==> config.mk <==
export PLATFORM = sky130hd
export DESIGN_NAME = ack_bus_arbiter_rr_flat
export DESIGN_NICKNAME = d
export VERILOG_FILES = /design/src/rtl/ack_bus_arbiter_rr_if.sv /design/src/rtl/ack_bus_arbiter_rr.sv /design/src/flat_wrapper.sv
export SDC_FILE = /design/constraint.sdc
export NUM_CORES = 1
export LEC_CHECK = 0
export ABC_AREA = 1
export CAP_MARGIN = 20
export CORE_AREA = 10 10 60 62
export CTS_BUF_LIST = sky130_fd_sc_hd__clkbuf_4 sky130_fd_sc_hd__clkbuf_8
export DETAILED_ROUTE_END_ITERATION = 8
export DIE_AREA = 0 0 70 72
export PLACE_DENSITY = 0.77
export SYNTH_ARGS = -nofsm -noshare
export SYNTH_HDL_FRONTEND = slang
export SYNTH_SLANG_ARGS = --single-unit
==> constraint.sdc <==
create_clock -name clk -period 2.7 [get_ports clk]
set_input_delay 0.27 -clock clk [delete_from_list [all_inputs] [get_ports clk]]
set_output_delay 0.27 -clock clk [all_outputs]
set_load 0.03 [all_outputs]
==> src/rtl/ack_bus_arbiter_rr_if.sv <==
// Ack-bus request/grant bundle between the ack requesters and the arbiter.
// The arbiter takes the master modport and the requester side takes the slave modport.
interface ack_bus_arbiter_rr_if #(
    parameter int NUM_SRC = 4,
    parameter int ID_W    = 2
);
    logic [NUM_SRC-1:0] req;
    logic [NUM_SRC-1:0] grant;
    logic [ID_W-1:0]    winner_id;
    logic               ack_event;
    logic               timeout_err;

    modport master (
        input  req,
        output grant,
        output winner_id,
        output ack_event,
        output timeout_err
    );

    modport slave (
        output req,
        input  grant,
        input  winner_id,
        input  ack_event,
        input  timeout_err
    );
endinterface

==> src/rtl/ack_bus_arbiter_rr.sv <==
// Registered ack-bus arbiter: fixed-priority or round-robin, grant held for the whole
// transfer, with a hold-timeout watchdog that masks a stuck requester until it drops req.
module ack_bus_arbiter_rr #(
    parameter int NUM_SRC  = 4,
    parameter int ID_W     = 2,
    parameter int RR_MODE  = 1,
    parameter int MAX_HOLD = 16
) (
    input  logic                  clk,
    input  logic                  rst_n,
    ack_bus_arbiter_rr_if.master  bus
);
    localparam int CNT_W = (MAX_HOLD < 1) ? 1 : $clog2(MAX_HOLD + 1);

    localparam logic [0:0] ST_IDLE = 1'b0;
    localparam logic [0:0] ST_BUSY = 1'b1;

    logic [0:0]         state;
    logic [NUM_SRC-1:0] grant_q;
    logic [NUM_SRC-1:0] stall_mask;
    logic [ID_W-1:0]    last;
    logic [CNT_W-1:0]   hold_cnt;
    logic               timeout_q;

    logic [NUM_SRC-1:0] eligible;
    logic [NUM_SRC-1:0] pick_onehot;
    logic [ID_W-1:0]    pick_id;
    logic               found;
    int                 idx;

    assign eligible = bus.req & ~stall_mask;

    // Winner search: fixed mode scans upward from 0, RR mode scans upward from last+1 with wrap.
    always_comb begin
        found       = 1'b0;
        pick_id     = '0;
        pick_onehot = '0;
        idx         = 0;
        for (int off = 0; off < NUM_SRC; off++) begin
            if (RR_MODE != 0) begin
                idx = int'(last) + 1 + off;
                if (idx >= NUM_SRC) idx = idx - NUM_SRC;
            end else begin
                idx = off;
            end
            if (!found && eligible[idx]) begin
                found            = 1'b1;
                pick_id          = ID_W'(idx);
                pick_onehot[idx] = 1'b1;
            end
        end
    end

    always_ff @(posedge clk or negedge rst_n) begin
        if (!rst_n) begin
            state      <= ST_IDLE;
            grant_q    <= '0;
            stall_mask <= '0;
            last       <= ID_W'(NUM_SRC - 1);
            hold_cnt   <= '0;
            timeout_q  <= 1'b0;
        end else begin
            timeout_q  <= 1'b0;
            stall_mask <= stall_mask & bus.req;
            case (state)
                ST_IDLE: begin
                    if (found) begin
                        grant_q  <= pick_onehot;
                        last     <= pick_id;
                        hold_cnt <= CNT_W'(1);
                        state    <= ST_BUSY;
                    end
                end
                default: begin
                    if (!bus.req[last]) begin
                        grant_q <= '0;
                        state   <= ST_IDLE;
                    end else if (MAX_HOLD != 0 && hold_cnt == CNT_W'(MAX_HOLD)) begin
                        // Revoke and mask the holder; the mask survives until it drops req.
                        grant_q          <= '0;
                        timeout_q        <= 1'b1;
                        stall_mask       <= (stall_mask & bus.req) | grant_q;
                        state            <= ST_IDLE;
                    end else if (hold_cnt != {CNT_W{1'b1}}) begin
                        hold_cnt <= hold_cnt + CNT_W'(1);
                    end
                end
            endcase
        end
    end

    assign bus.grant       = grant_q;
    assign bus.winner_id   = last;
    assign bus.ack_event   = (state == ST_BUSY);
    assign bus.timeout_err = timeout_q;

endmodule
==> src/flat_wrapper.sv <==
// flat-port wrapper written by rule: the top's interface ports become plain ports
module ack_bus_arbiter_rr_flat 
#(
    parameter int NUM_SRC  = 4,
    parameter int ID_W     = 2,
    parameter int RR_MODE  = 1,
    parameter int MAX_HOLD = 16
)
  (clk, rst_n, bus_req, bus_grant, bus_winner_id, bus_ack_event, bus_timeout_err);
  ack_bus_arbiter_rr_if #(.NUM_SRC(NUM_SRC), .ID_W(ID_W)) bus_i ();
  input  logic clk;
  input  logic rst_n;
  input wire logic [$bits(bus_i.req)-1:0] bus_req;
  output wire logic [$bits(bus_i.grant)-1:0] bus_grant;
  output wire logic [$bits(bus_i.winner_id)-1:0] bus_winner_id;
  output wire logic [$bits(bus_i.ack_event)-1:0] bus_ack_event;
  output wire logic [$bits(bus_i.timeout_err)-1:0] bus_timeout_err;
  assign bus_i.req = bus_req;
  assign bus_grant = bus_i.grant;
  assign bus_winner_id = bus_i.winner_id;
  assign bus_ack_event = bus_i.ack_event;
  assign bus_timeout_err = bus_i.timeout_err;
  ack_bus_arbiter_rr #(.NUM_SRC(NUM_SRC), .ID_W(ID_W), .RR_MODE(RR_MODE), .MAX_HOLD(MAX_HOLD)) u_core (.clk(clk), .rst_n(rst_n), .bus(bus_i));
endmodule
==> summary.txt, run 1 <==
initial cell density of the core: 55.1%
leading register cell type out of synthesis: dfrtp_1
hold buffers post-CTS: 0
CTS H-tree depth: 1
Bufs on Longest Clock Path: 2
Vias per Instance: 5.27
number of warnings issued by yosys: 0
number of top-level pins: 14
type of element launching the critical path: flop
CP required: 2880 ps
start-to-end type of the worst setup path: flop to flop
Synth Instances: 187
depth of the most critical reg-to-reg path: 14
wire length of the first global-routing pass: 5.30 mm
Worst-Margin Slew: 762 ps
Post-CTS Setup Inserts: 0
synthesized area per cell: 7.17 um^2
type of the most critical hold path: primary input to asynchronous set/reset pin
clock tree sinks: 17
overall die area: 0.00504 mm^2
largest voltage drop on the vdd net: 765 uV
placed insts: 229
Inserted Clock Buffers: 3
DRC marker count from the first detailed-route iteration: 157
first-pass iteration count of the detailed router: 4
Antenna Violating Nets Remaining: 0
final count of pins violating max slew: 0
share of the clock period used by the worst path after layout: 86.5%
highest achievable clock rate: 428 MHz
Mapped Area: 0.00134 mm^2
reg2reg end: u_core.hold_cnt[1]$_DFFE_PN0P_
FFs w/ async S/R, synth: 100%
count of state elements after synthesis: 17
most frequent standard cell in the layout excluding fill and tap cells: nand2_1
overall via count from detail_route: 1,228
post-synthesis sequential area ratio: 31.9%
static leakage: 0.832 nW
routability cong.: 0.960
final HPWL from detailed placement: 2.49 mm
ratio of total power to cell area: 1300 mW/mm^2
initial antenna violation count: 0
largest net degree at the start of global routing: 18
Clock Latency Late Sink: 300 ps
Final Critical Period: 2330 ps
number of hold violations in the final report: 0
synthesized net count: 204
critical path launch point: u_core.bus.winner_id[1]$_DFFE_PN1P_
total negative slack: 0 ps
total global routing track utilization: 12.2%
kind of capture point of the worst setup path: flop
count of different cell masters after synthesis: 22
most frequent cells in the layout: nand2_1 (60), nand3_1 (31), inv_1 (24)
routed len/inst: 13.0 um
Die Width: 70 um
synthesis-to-layout area growth: 13.4%
Final setup violation count: 0
maximum fanout encountered on the critical timing path: 13
arrival time reported for the critical path endpoint: 2510 ps
site row count: 18
number of nets in the final layout: 221
power consumption: 0.00198 W
CTS tree: built
final wirelength: 3.02 mm
antenna diode count: 0
number of cells in the finished layout apart from fillers: 233
buffers added on ports: 13
sum of overflow across all layers after global routing: 0
startpoint of the worst register-to-register path: u_core.bus.winner_id[1]$_DFFE_PN1P_
worst max-slew margin expressed relative to the limit: 49.0%
Worst Skew: 20.2 ps
endpoint of the most critical setup path: u_core.hold_cnt[1]$_DFFE_PN0P_
cell at the root of the clock tree: clkbuf_4
maximum capacitance violations: 0
DRC violation count after routing: 0
run status: finished clean
layout cells sized above 1: 11.3%
Post-synth EDFFs: 0
area of the core: 0.00243 mm^2
setup slack of the most critical reg-to-reg path: 370 ps
fillcell total: 229
number of global-route vias before repair: 1,216
unrepaired setup endpoints after global routing: false
Die Span Y: 72 um
total of cells resized after clock tree synthesis: 0
Clk pin slew, worst setup/hold paths: 120 ps
per-stage QoR:
step / area (um^2) / setup slack (ps) / util (%) / hold slack, ps
6_report: 1520 / 366 / 62.4 / 408
5_1_grt: 1520 / 154 / 62.4 / 459
4_1_cts: 1520 / 348 / 62.4 / 435
3_5_place_dp: 1490 / 366 / 61.2 / 497
3_3_place_gp: 1490 / 460 / 61.2 / 496
2_1_floorplan: 1340 / 414 / - / -25.6
layout make-up:
| class | instances | area (um^2) | area share, % |
|---|---|---|---|
| clock buffers | 3 | 22.5 | 1.48 |
| clock inverters | 1 | 7.51 | 0.494 |
| inverters | 25 | 101 | 6.67 |
| multi-input cells | 143 | 785 | 51.6 |
| flip-flops and latches | 17 | 428 | 28.2 |
| well taps | 30 | 37.5 | 2.47 |
| repair buffers | 14 | 138 | 9.06 |
state kept, by name, indices dropped and copies added, names as in the netlist:
| name | cells |
|---|---|
| u_core.bus.grant | 4 |
| u_core.stall_mask | 4 |
| u_core.bus.winner_id | 2 |
| u_core.bus.ack_event | 1 |
| u_core.hold_cnt | 5 |
| u_core.bus.timeout_err | 1 |
critical path, cell delays in order (launching register included):
cell and delay [ps]:
dfstp_2 610, inv_1 120, ha_1 340, inv_1 160, nand2_1 90, nand2_2 80, nand3_1 80, nand2_2 110
nand2_4 70, nor2_8 130, nand2_4 70, nand2_4 130, nand2_1 110, nand2_1 80, nand2_1 50
cells by family (layout without fill, tap and decap cells):
group,count (synthesis),count (layout),synth area share [%]
xor+xnor,1,1,0.654
buf+inv,27,43,9.52
flops,17,17,31.9
compound gates,10,10,4.86
simple gates,121,121,42.8
fa+ha+maj,11,11,10.3
worst min-delay path by stage:
stage                                         startpoint                                to  slack (ps)  cells after the start
after floorplan                                    rst_n    u_core.bus.ack_event$_DFF_PN0_         -30                      0
after global placement    u_core.stall_mask[2]$_DFF_PN0_    u_core.stall_mask[2]$_DFF_PN0_         500                      1
after detailed placement  u_core.stall_mask[0]$_DFF_PN0_    u_core.stall_mask[0]$_DFF_PN0_         500                      1
after CTS                                          rst_n    u_core.hold_cnt[2]$_DFFE_PN0P_         430                      1
after global routing                               rst_n    u_core.hold_cnt[2]$_DFFE_PN0P_         460                      1
final                                              rst_n  u_core.bus.timeout_err$_DFF_PN0_         410                      1
per-layer routing:
metal | up-vias | track usage, % | wire (um)
met3 | 4 | 2.99 | 135
met4 | 0 | 4.17 | 27
met5 | - | 0 | 0
met1 | 572 | 13.1 | 1230
li1 | 627 | - | -
met2 | 25 | 23.0 | 1620
where the power goes:
group	internal (W)	switching (W)
combinational	0.000462	0.000965
clock	0.0000563	0.0000834
sequential	0.000332	0.0000781
synthesized netlist by cell type, drive strengths merged, types with 2 or more instances:
library cell | number | share of area [%]
inv | 25 | 7.6
nor2 | 17 | 6.3
nand3 | 33 | 13
nand2 | 69 | 23
a22o | 3 | 2.0
o21ai | 3 | 1.1
dfstp | 2 | 3.9
ha | 11 | 10
buf | 2 | 2.0
dfrtp | 15 | 28
a21oi | 4 | 1.8
Note: power is estimated with default switching activity, not from simulation.
==> inputs of run 2 (changes only) <==
- ABC_CLOCK_PERIOD_IN_PS: unset -> 2830
- CORE_AREA: 10 10 60 62 -> 10 10 59 61
- DIE_AREA: 0 0 70 72 -> 0 0 69 71
- PLACE_DENSITY: 0.77 -> 0.8
- clock period: 2.7 -> 2.83 ns (I/O delays scaled with it)
==> run 2 against run 1 <==
  * Combinational power fell by 6%
  * Non-clock buffer count fell by 1
  * Flip-flop and latch count did not move
  * Critical path type unchanged
  * Largest power group unchanged
  * Highest routed layer unchanged
==> summary.txt, run 2 (synthesized netlist as in run 1, its figures left out) <==
run status: finished clean
Clock Latency Late Sink: 300 ps
pre-CTS WS: 346 ps
initial antenna violation count: 0
unrepaired setup endpoints after global routing: false
routability cong.: 1.07
maximum fanout encountered on the critical timing path: 15
DRC marker count from the first detailed-route iteration: 132
Die Width: 69 um
wire length of the first global-routing pass: 5.65 mm
Final Critical Period: 2510 ps
number of cells in the finished layout apart from fillers: 232
Worst-Margin Slew: 751 ps
delay of the slowest cell on the worst path: 760 ps
Die Span Y: 71 um
routed len/inst: 14.3 um
final wirelength: 3.32 mm
CP Cell Sequence: inv_8 > ha_1 > inv_1 > nand2_1 > nand2_2 > nand3_1 > nand2_2 > nand2_4 > nor2_8 > nand2_4 > nand2_4 > nand2_1 > nand2_1 > nand2_1
CTS tree: built
Antenna Violating Nets Remaining: 0
kind of capture point of the worst setup path: flop
Post-CTS Setup Inserts: 0
static leakage: 0.831 nW
buffers added on ports: 13
placed cell areas: 0.00148 mm^2
most frequent cells in the layout: nand2_1 (60), nand3_1 (31), inv_1 (24)
Worst Skew: 2.17 ps
most frequent standard cell in the layout excluding fill and tap cells: nand2_1
type of element launching the critical path: flop
Bufs on Longest Clock Path: 2
flip-flop count of the largest register after layout: 5
share of the clock period used by the worst path after layout: 88.8%
DRC violation count after routing: 0
antenna diode count: 0
Vias per Instance: 5.44
worst max-slew margin expressed relative to the limit: 49.8%
clock tree sinks: 17
number of hold violations in the final report: 0
Inserted Clock Buffers: 3
Final setup violation count: 0
number of nets in the final layout: 220
total negative slack: 0 ps
highest achievable clock rate: 398 MHz
sum of overflow across all layers after global routing: 0
crit path buf inv count: 2
total of cells resized after clock tree synthesis: 0
first-pass iteration count of the detailed router: 4
number of top-level pins: 14
largest voltage drop on the vdd net: 819 uV
initial cell density of the core: 56.1%
maximum capacitance violations: 0
overall die area: 0.00490 mm^2
Clk pin slew, worst setup/hold paths: 100 ps
hold buffers post-CTS: 0
total global routing track utilization: 13.5%
cell at the root of the clock tree: clkbuf_4
number of global-route vias before repair: 1,227
overall via count from detail_route: 1,262
CTS H-tree depth: 1
site row count: 18
placed insts: 228
cell seen most often among critical-path stages: nand2_1
ratio of total power to cell area: 1270 mW/mm^2
synthesis-to-layout area growth: 12.8%
type of the most critical hold path: primary input to asynchronous set/reset pin
delay-heaviest family, CP: simple AND/OR/NAND/NOR gates
largest register by flop count: u_core.hold_cnt
largest net degree at the start of global routing: 18
post-route cell area: 0.00151 mm^2
arrival time reported for the critical path endpoint: 2710 ps
area of the core: 0.00239 mm^2
layout cells sized above 1: 10.9%
final count of pins violating max slew: 0
final HPWL from detailed placement: 2.64 mm
cell type of the slowest stage on the worst timing path: dfstp_2
final worst-path setup slack: 316 ps
CP required: 3030 ps
start-to-end type of the worst setup path: flop to flop
==> run 2: worst paths after layout <==
kind | start | endpoint | slack, ps | cells past startpoint
worst min-delay path | rst_n | u_core.hold_cnt[2]$_DFFE_PN0P_ | 420 | 1
max in group asynchronous | rst_n | u_core.bus.ack_event$_DFF_PN0_ | 1940 | 1
worst max-delay path | u_core.bus.winner_id[0]$_DFFE_PN1P_ | u_core.hold_cnt[1]$_DFFE_PN0P_ | 320 | 14
worst max register to register | u_core.bus.winner_id[0]$_DFFE_PN1P_ | u_core.hold_cnt[1]$_DFFE_PN0P_ | 320 | 14
min in group clk | u_core.stall_mask[3]$_DFF_PN0_ | u_core.stall_mask[3]$_DFF_PN0_ | 520 | 1
worst min register to register | u_core.stall_mask[3]$_DFF_PN0_ | u_core.stall_mask[3]$_DFF_PN0_ | 520 | 1
==> run 2: routing by layer <==
layer | GRT usage (%) | routed length (um) | up-vias
li1 | - | - | 627
met1 | 13.7 | 1330 | 581
met2 | 24.5 | 1700 | 36
met3 | 3.49 | 149 | 18
met4 | 8.05 | 140 | 0
met5 | 0 | 0 | -
==> run 2: through the flow <==
step           util [%]  hold slack [ps]  power [W]
2_1_floorplan         -            -12.6    0.00148
3_3_place_gp       62.1              493    0.00169
3_5_place_dp       62.1              496    0.00176
4_1_cts            63.3              455    0.00191
5_1_grt            63.3              467    0.00210
6_report           63.3              420    0.00192
==> run 2: cell type report <==
type	count	area [um^2]
inverter	25	101
sequential	17	428
fill	220	876
multi-input combinational	143	785
timing repair buffer	13	130
clock buffer	4	30.0
tap	30	37.5
==> run 2: report_power, final <==
| part | total, W | switching (W) | internal (W) |
|---|---|---|---|
| logic | 0.00135 | 0.000914 | 0.000432 |
| registers | 0.000427 | 0.000108 | 0.000318 |
| clock network | 0.000144 | 0.0000790 | 0.0000645 |
==> inputs of run 3 (changes only) <==
- ABC_CLOCK_PERIOD_IN_PS: 2830 -> unset
==> results of run 3 <==
The final DEF is identical to that of run 2; final timing and power are the same.
